## config.mk

```make
export PLATFORM = sky130hd
export DESIGN_NAME = demux4_onehot
export DESIGN_NICKNAME = d
export VERILOG_FILES = /design/src/rtl/demux4_onehot_pkg.sv /design/src/rtl/demux4_onehot_lane.sv /design/src/rtl/demux4_onehot.sv
export SDC_FILE = /design/constraint.sdc
export NUM_CORES = 1
export LEC_CHECK = 0
export CORE_MARGIN = 2
export CORE_UTILIZATION = 50
export DETAILED_ROUTE_END_ITERATION = 8
export PLACE_DENSITY = 0.94
export SYNTH_ARGS = -nofsm -noshare
export SYNTH_HDL_FRONTEND = slang
export SYNTH_SLANG_ARGS = --single-unit
```

## constraint.sdc

```tcl
create_clock -name clk -period 3.3 [get_ports clk]
set_input_delay 0.66 -clock clk [delete_from_list [all_inputs] [get_ports clk]]
set_output_delay 0.66 -clock clk [all_outputs]
set_load 0.02 [all_outputs]
```

## src/rtl/demux4_onehot_pkg.sv

```systemverilog
// ---------------------------------------------------------------------------
// demux4_onehot_pkg
//
// Shared definitions for the one-hot lane demultiplexer and its sibling
// 4:1 one-hot multiplexer in the counter datapath.
//
// Contents:
//   LANES      - number of output lanes (4)
//   RING_RST   - reset value of the round-robin ring select (lane 0)
//   is_onehot  - legality check for a LANES-wide one-hot select
//   lane_idx   - index of the set bit of a legal one-hot select
// ---------------------------------------------------------------------------
package demux4_onehot_pkg;

    localparam int LANES = 4;

    localparam logic [LANES-1:0] RING_RST = 4'b0001;

    // Exactly one bit set. All-zero and multi-hot selects are illegal.
    // Clearing the lowest set bit (v & (v-1)) leaves zero only when at most
    // one bit was set; the non-zero test rules out the empty select.
    function automatic logic is_onehot(input logic [LANES-1:0] v);
        logic [LANES-1:0] low_cleared;
        low_cleared = v & (v - 1'b1);
        return (v != '0) && (low_cleared == '0);
    endfunction

    // Position of the set bit. Only meaningful when is_onehot(v) holds;
    // for illegal selects the lowest set bit (or 0) is returned.
    function automatic logic [1:0] lane_idx(input logic [LANES-1:0] v);
        logic [1:0] idx;
        idx = 2'd0;
        for (int i = LANES - 1; i >= 0; i--) begin
            if (v[i]) begin
                idx = 2'(i);
            end
        end
        return idx;
    endfunction

endpackage

```

## src/rtl/demux4_onehot_lane.sv

```systemverilog
// ---------------------------------------------------------------------------
// demux_lane
//
// One output lane of the demultiplexer: a k-wide holding register and its
// valid flag.
//
// Ports:
//   clk    - clock, rising edge
//   rst_n  - asynchronous active-low reset; clears data and valid
//   load   - write d into the lane on the next edge (upstream accepted a
//            word for this lane)
//   d      - incoming data word
//   ready  - downstream ready for this lane
//   data   - held word
//   valid  - lane holds a word not yet taken by downstream
//
// Handshake: a word leaves the lane on any rising edge where valid & ready
// are both high. A load on that same edge takes priority, so the lane stays
// valid with the new word and sustains one word per cycle.
// ---------------------------------------------------------------------------
module demux_lane #(
    parameter int k = 1
) (
    input  logic         clk,
    input  logic         rst_n,
    input  logic         load,
    input  logic [k-1:0] d,
    input  logic         ready,
    output logic [k-1:0] data,
    output logic         valid
);

    always_ff @(posedge clk or negedge rst_n) begin
        if (!rst_n) begin
            data  <= '0;
            valid <= 1'b0;
        end else if (load) begin
            data  <= d;
            valid <= 1'b1;
        end else if (valid && ready) begin
            // Drained: data is kept, only the flag drops.
            valid <= 1'b0;
        end
    end

endmodule

```

## src/rtl/demux4_onehot.sv

```systemverilog
// ---------------------------------------------------------------------------
// demux4_onehot
//
// Registered 1-to-4 demultiplexer with one-hot lane select. One input
// stream is steered into one of four lanes, each with a single-entry
// holding register. In auto mode an internal ring select walks the lanes
// 0,1,2,3,0,... advancing once per accepted word.
//
// Parameters:
//   k      - data width of the input and of each lane
//   ERR_W  - width of the saturating illegal-select counter
//
// Ports:
//   clk, rst_n      - clock (rising edge), asynchronous active-low reset
//   a               - input data word
//   in_valid        - input word present
//   in_ready        - input side can take a word this cycle (combinational)
//   s               - external one-hot lane select (ignored when auto=1)
//   auto            - 1: use ring select rr_sel, 0: use s
//   b0..b3          - lane holding registers
//   out_valid[i]    - lane i holds a word
//   out_ready[i]    - downstream of lane i takes the word this cycle
//   rr_sel          - current ring select, one-hot
//   err             - one-cycle pulse after an illegal select was consumed
//   err_cnt         - saturating count of consumed illegal selects
//
// Handshake (both sides): a transfer happens on a rising edge where valid
// and ready are both high; valid never waits for ready. Input side: with a
// legal select, in_ready follows the target lane (empty, or draining this
// same edge). With an illegal select in_ready is forced high so the word is
// dropped rather than stalling the producer forever.
// ---------------------------------------------------------------------------
module demux4_onehot
    import demux4_onehot_pkg::*;
#(
    parameter int k     = 1,
    parameter int ERR_W = 8
) (
    input  logic             clk,
    input  logic             rst_n,
    input  logic [k-1:0]     a,
    input  logic             in_valid,
    output logic             in_ready,
    input  logic [LANES-1:0] s,
    input  logic             auto,
    output logic [k-1:0]     b0,
    output logic [k-1:0]     b1,
    output logic [k-1:0]     b2,
    output logic [k-1:0]     b3,
    output logic [LANES-1:0] out_valid,
    input  logic [LANES-1:0] out_ready,
    output logic [LANES-1:0] rr_sel,
    output logic             err,
    output logic [ERR_W-1:0] err_cnt
);

    logic [LANES-1:0] sel;
    logic             sel_legal;
    logic [LANES-1:0] lane_free;
    logic             acc;
    logic             acc_legal;
    logic             acc_illegal;
    logic [LANES-1:0] load;
    logic [k-1:0]     lane_data [LANES];

    // ---------------------------------------------------------------------
    // Select and input-side handshake
    // ---------------------------------------------------------------------
    always_comb begin
        sel       = auto ? rr_sel : s;
        sel_legal = is_onehot(sel);
        // A lane can take a word if it is empty or is being drained on the
        // same edge.
        lane_free = ~out_valid | out_ready;
        in_ready  = sel_legal ? |(sel & lane_free) : 1'b1;
    end

    always_comb begin
        acc         = in_valid & in_ready;
        acc_legal   = acc & sel_legal;
        acc_illegal = acc & ~sel_legal;
        load        = acc_legal ? sel : '0;
    end

    // ---------------------------------------------------------------------
    // Lanes
    // ---------------------------------------------------------------------
    for (genvar i = 0; i < LANES; i++) begin : g_lane
        demux_lane #(
            .k (k)
        ) u_lane (
            .clk   (clk),
            .rst_n (rst_n),
            .load  (load[i]),
            .d     (a),
            .ready (out_ready[i]),
            .data  (lane_data[i]),
            .valid (out_valid[i])
        );
    end

    assign b0 = lane_data[0];
    assign b1 = lane_data[1];
    assign b2 = lane_data[2];
    assign b3 = lane_data[3];

    // ---------------------------------------------------------------------
    // Ring select: rotates left on each legal accept taken in auto mode.
    // Reset to a single set bit and only ever rotated, so it stays one-hot.
    // ---------------------------------------------------------------------
    always_ff @(posedge clk or negedge rst_n) begin
        if (!rst_n) begin
            rr_sel <= RING_RST;
        end else if (acc_legal && auto) begin
            rr_sel <= {rr_sel[LANES-2:0], rr_sel[LANES-1]};
        end
    end

    // ---------------------------------------------------------------------
    // Illegal-select reporting
    // ---------------------------------------------------------------------
    always_ff @(posedge clk or negedge rst_n) begin
        if (!rst_n) begin
            err     <= 1'b0;
            err_cnt <= '0;
        end else begin
            err <= acc_illegal;
            if (acc_illegal && (err_cnt != {ERR_W{1'b1}})) begin
                err_cnt <= err_cnt + 1'b1;
            end
        end
    end

endmodule

```

# Yosys cells after proc, flatten, opt, wreduce, memory -nomap -nowiden
# Cells that the tools add are included.
[totals]
mem_bits_rw = 0
romBits = 0
elab_cells = 47
n_memories = 0
in_bits = 13
regBits = 21
latch_bits = 0
[classes]
shift = 0
eq_ne = 1
n_reduce_logical = 14
muxes = 11
mul = 0
bitwise_logic = 8
magnitude_cmp = 0
add_sub_neg = 2
n_div = 0
[op_table]
columns = ["cell", "n"]
rows = [
  ["$mux W1", 9],
  ["$add A8 B1 Y8 const B", 1],
  ["$and A4 B4 Y4", 2],
  ["$mux W4", 2],
  ["$ne A8 B8 Y1 const B", 1],
  ["$reduce_bool A2 Y1", 4],
  ["$logic_and A1 B1 Y1", 7],
  ["$logic_not A4 Y1", 1],
  ["$not A4 Y4", 1],
  ["$or A4 B4 Y4", 1],
  ["$reduce_bool A4 Y1", 1],
  ["$reduce_or A4 Y1", 1],
  ["$sub A4 B1 Y4 const B", 1],
  ["$and A1 B1 Y1", 3],
  ["$not A1 Y1", 1],
]

# Longest topological paths before layout
[logic_depth]
depth_word = 10
depth_mapped = 6
depth_no_buf = 6

# Modules after synthesis
# Synthesis repeated with hierarchy kept, for this count alone.
[hier_totals]
cells_unflattened = 99
area_unflattened_um2 = 1208.7
[by_module_without_submodules]
columns = ["mod", "area_per_inst_um2", "cells_each", "n_inst"]
rows = [
  ["demux4_onehot", 898.4, 79, 1],
  ["demux_lane", 77.6, 5, 4],
]

# Worst setup path after synthesis
# Ideal clock, no wire load.
[synth_path]
path_type = "input to output"
start = "in auto"
end = "out in_ready"
required_ps = 2640
stages = 4
setup_slack_ps = 763
arrival_ps = 1877
n_path_buf = 1
cell_sequence = "buf_6 mux2_4 o41a_4 a21o_1"
[synth_between]
elab_chain_cells = 6
[synth_rtl]
columns = ["item", "line_no", "source"]
rows = [
  ["from (decl)", "demux4_onehot.sv:45", "input logic auto,"],
  ["$mux W4 *", "demux4_onehot.sv:70", "sel = auto ? rr_sel : s;"],
  ["$sub A4 B1 Y4", "demux4_onehot_pkg.sv:24", "low_cleared = v & (v - 1'b1);"],
  ["$and A4 B4 Y4", "demux4_onehot_pkg.sv:24", ""],
  ["$logic_not A4 Y1", "demux4_onehot_pkg.sv:25", "return (v != '0) && (low_cleared == '0);"],
  ["$logic_and A1 B1 Y1", "demux4_onehot_pkg.sv:25", ""],
  ["$mux W1 *", "demux4_onehot.sv:75", "in_ready = sel_legal ? |(sel & lane_free) : 1'b1;"],
  ["to (decl)", "demux4_onehot.sv:43", "output logic in_ready,"],
]
# Mark *: on every way between the ends. The rest lies on a longest branch, timed or not.

# Final worst setup path
# Same ends and word-level chain as after synthesis.

==> results.yml <==
synthesis:
  ys_ff_latch: 21
  synth.top_cell.area_share: 0.429
  synth_ff_type: "dfrtp_1"
  yosysSeqAreaShare: 0.452
  async_flop_share: 1.00
  synth_edf_count: 0
  yosysWarningCount: 0
  synth_top_cell_by_area: "dfrtp_1"
  postSynthCellCount: 98
  synthesis.area_um2: 1170
  syn-num-nets: 112
  synth_area_leaders: "dfrtp_1, mux2_1, xnor2_1"
  avgSynthCellArea_um2: 11.9
  ys_types: 38
critical_path:
  crit_arrival_ns: 2.58
  rr_startpoint: "rr_sel[0]$_DFFE_PN1P_"
  crit_fanout: 7
  r2r_cells: 5
  cp.depth: 6
  start_kind: "input port"
  crit_chain: "clkdlybuf4s50_1 -> buf_6 -> mux2_4 -> o41a_4 -> a21o_1 -> dlygate4sd2_1"
  cp_top_family: "buffers and inverters"
  criticalPathCategory: "in -> out"
  cp_data_required_time_ns: 2.64
  crit_buf_inv: 3
  cp_slowest_stage_delay_ns: 0.50
  r2r_slack_ns: 1.19
  slowest_stage: "o41a_4"
  endpoint_kind: "primary output"
  r2r-end: "rr_sel[1]$_DFFE_PN0P_"
sta:
  fmax_mhz: 308
  setup_ws_ns: 0.0553
  worst_pin_slew_ns: 0.898
  skew_ns: 0.00175
  hold_viol_final: 0
  fin_crit_ns: 3.24
  period_share: 0.983
  tns_ns: 0
  slew_viol_final: 0
  setup-violations-final: 0
  slew-limit-headroom: 0.399
  rsz0062_at_grt: "false"
pwr:
  p_leak_nw: 0.716
  sw_frac_of_total: 0.352
  p_per_area_nw_per_um2: 505
  vdd_ir_drop_max_v: 0.000450
  p_switching_mw: 0.288
  clock_power_share: 0.151
  pwr-share-comb: 0.410
  p_seq_frac: 0.439
  internal-power_mw: 0.532
clock_network:
  cts-root-buf: "clkbuf_4"
  tritoncts: "built"
  cts-htree-levels: 1
  path_clk_slew_ns: 0.11
  cts_buffers: 3
  cts_num_sinks: 21
  clockBufferDepth: 2
  insertion_delay_ns: 0.31
  hold_buffers: 0
final_layout:
  multiInputGateArea_um2: 594
  final_common_cell: "clkdlybuf4s50_1"
  area_growth_pct: 39.2
  fin_area_um2: 1620
  final_nets: 158
  n_antenna_cell: 0
  fill_cells: 176
  regArea_um2: 527
  drive_gt1_frac: 0.182
  mostFrequentLayoutCells: "clkdlybuf4s50_1, dfrtp_1, buf_4, mux2_1, xnor2_1"
  final_util: 0.734
placement:
  dp_hpwl_um: 1990
  portBuffers: 34
  pre_cts_ws_ns: -0.177
  place_area_um2: 1590
  gp_congestion: 0.868
flow_run:
  max-cap-violations: 0
global_route:
  grt-ovfl-total: 0
  antenna_found_initial: 0
  grt_pass1_wl_um: 4300
  grt_pass1_vias: 1010
  grt_usage: 0.217
  grt_start_max_net_pins: 22
hold_path:
  holdPathEnd: "g_lane[2].u_lane.data$_DFFE_PN0P_"
  hp-start: "g_lane[2].u_lane.data$_DFFE_PN0P_"
  min_path_cells: 1
  min_path_type: "reg -> reg"
floorplan:
  rows: 17
  die_w_um: 52.3
  ios: 35
  start_util: 0.527
  design.core.area_um2: 2210
  die_y_um: 52.3
  die-area_um2: 2730
outcome:
  status: "complete, no violations"
routing:
  wl_per_cell_um: 14.6
  antenna_left: 0
  drt-pass1-iter-count: 4
  vias: 946
  drt-total-wl_um: 2490
  drt_iter0_drc: 11
  drc: 0
  routed_via_density: 5.53
-- worst max-delay path by stage --
stage	startpoint	end	slack [ns]
6_report	auto	in_ready	0.06
5_1_grt	auto	in_ready	0.01
4_1_cts	auto	in_ready	0.04
3_5_place_dp	auto	in_ready	-0.18
3_3_place_gp	auto	in_ready	-0.16
2_1_floorplan	auto	in_ready	0.76
-- stage by stage --
stage | hold WS (ns) | power (mW) | instances
2_1_floorplan | 0.364 | 0.534 | 98
3_3_place_gp | 0.469 | 0.689 | 167
3_5_place_dp | 0.481 | 0.701 | 167
4_1_cts | 0.507 | 0.829 | 171
5_1_grt | 0.528 | 0.870 | 171
6_report | 0.500 | 0.820 | 171
-- what timing repair did --
item | in CTS | in global routing
gates cloned | 0 | 0
endpoints found under the setup margin | 1 | 1
setup buffers | 0 | 0
resized for setup | 1 | 2
-- flip-flops by register name (all words and copies together) (netlist names) --
signal	cells
err_cnt	8
g_lane.u_lane.data	4
g_lane.u_lane.valid	4
rr_sel	4
err	1
-- kinds of logic (layout without fill, tap and decap cells) --
kind of cell	count (synthesis)	after routing	synth area share
xor+xnor	6	6	0.0451
compound gates	16	16	0.133
flops	21	21	0.452
fa+ha+maj	1	1	0.0107
buf+inv	7	52	0.0418
mux	16	16	0.160
simple gates	31	31	0.158
-- cell type report --
cell class | count | share of cell area
Multi-Input combinational cell | 70 | 0.366
Sequential cell | 21 | 0.325
Timing Repair Buffer | 46 | 0.267
Tap cell | 28 | 0.0216
Clock buffer | 4 | 0.0162
Inverter | 2 | 0.00463
-- layer usage --
metal | routed length [µm] | up-vias | global-route usage
li1 | - | 451 | -
met1 | 1090 | 453 | 0.267
met2 | 1220 | 34 | 0.352
met3 | 124 | 8 | 0.0400
met4 | 62 | 0 | 0.128
met5 | 0 | - | 0
-- Yosys cell counts (all sizes together) (2+ instances only) --
library cell,instances
dfrtp,20
mux2,12
nand3,6
xnor2,6
buf,5
nor2b,5
mux2i,4
nand2,4
nand2b,4
nand4,4
a31oi,3
a211oi,2
a21o,2
inv,2
nor2,2
o21ai,2
-- power by group through the flow --
stage	sequential, mW	combinational (mW)	clock [mW]
3_5_place_dp	0.365	0.337	0
4_1_cts	0.360	0.339	0.129
5_1_grt	0.368	0.362	0.140
2_1_floorplan	0.420	0.114	0
3_3_place_gp	0.361	0.329	0
6_report	0.360	0.336	0.124
Power figures use the tool's default switching activity.
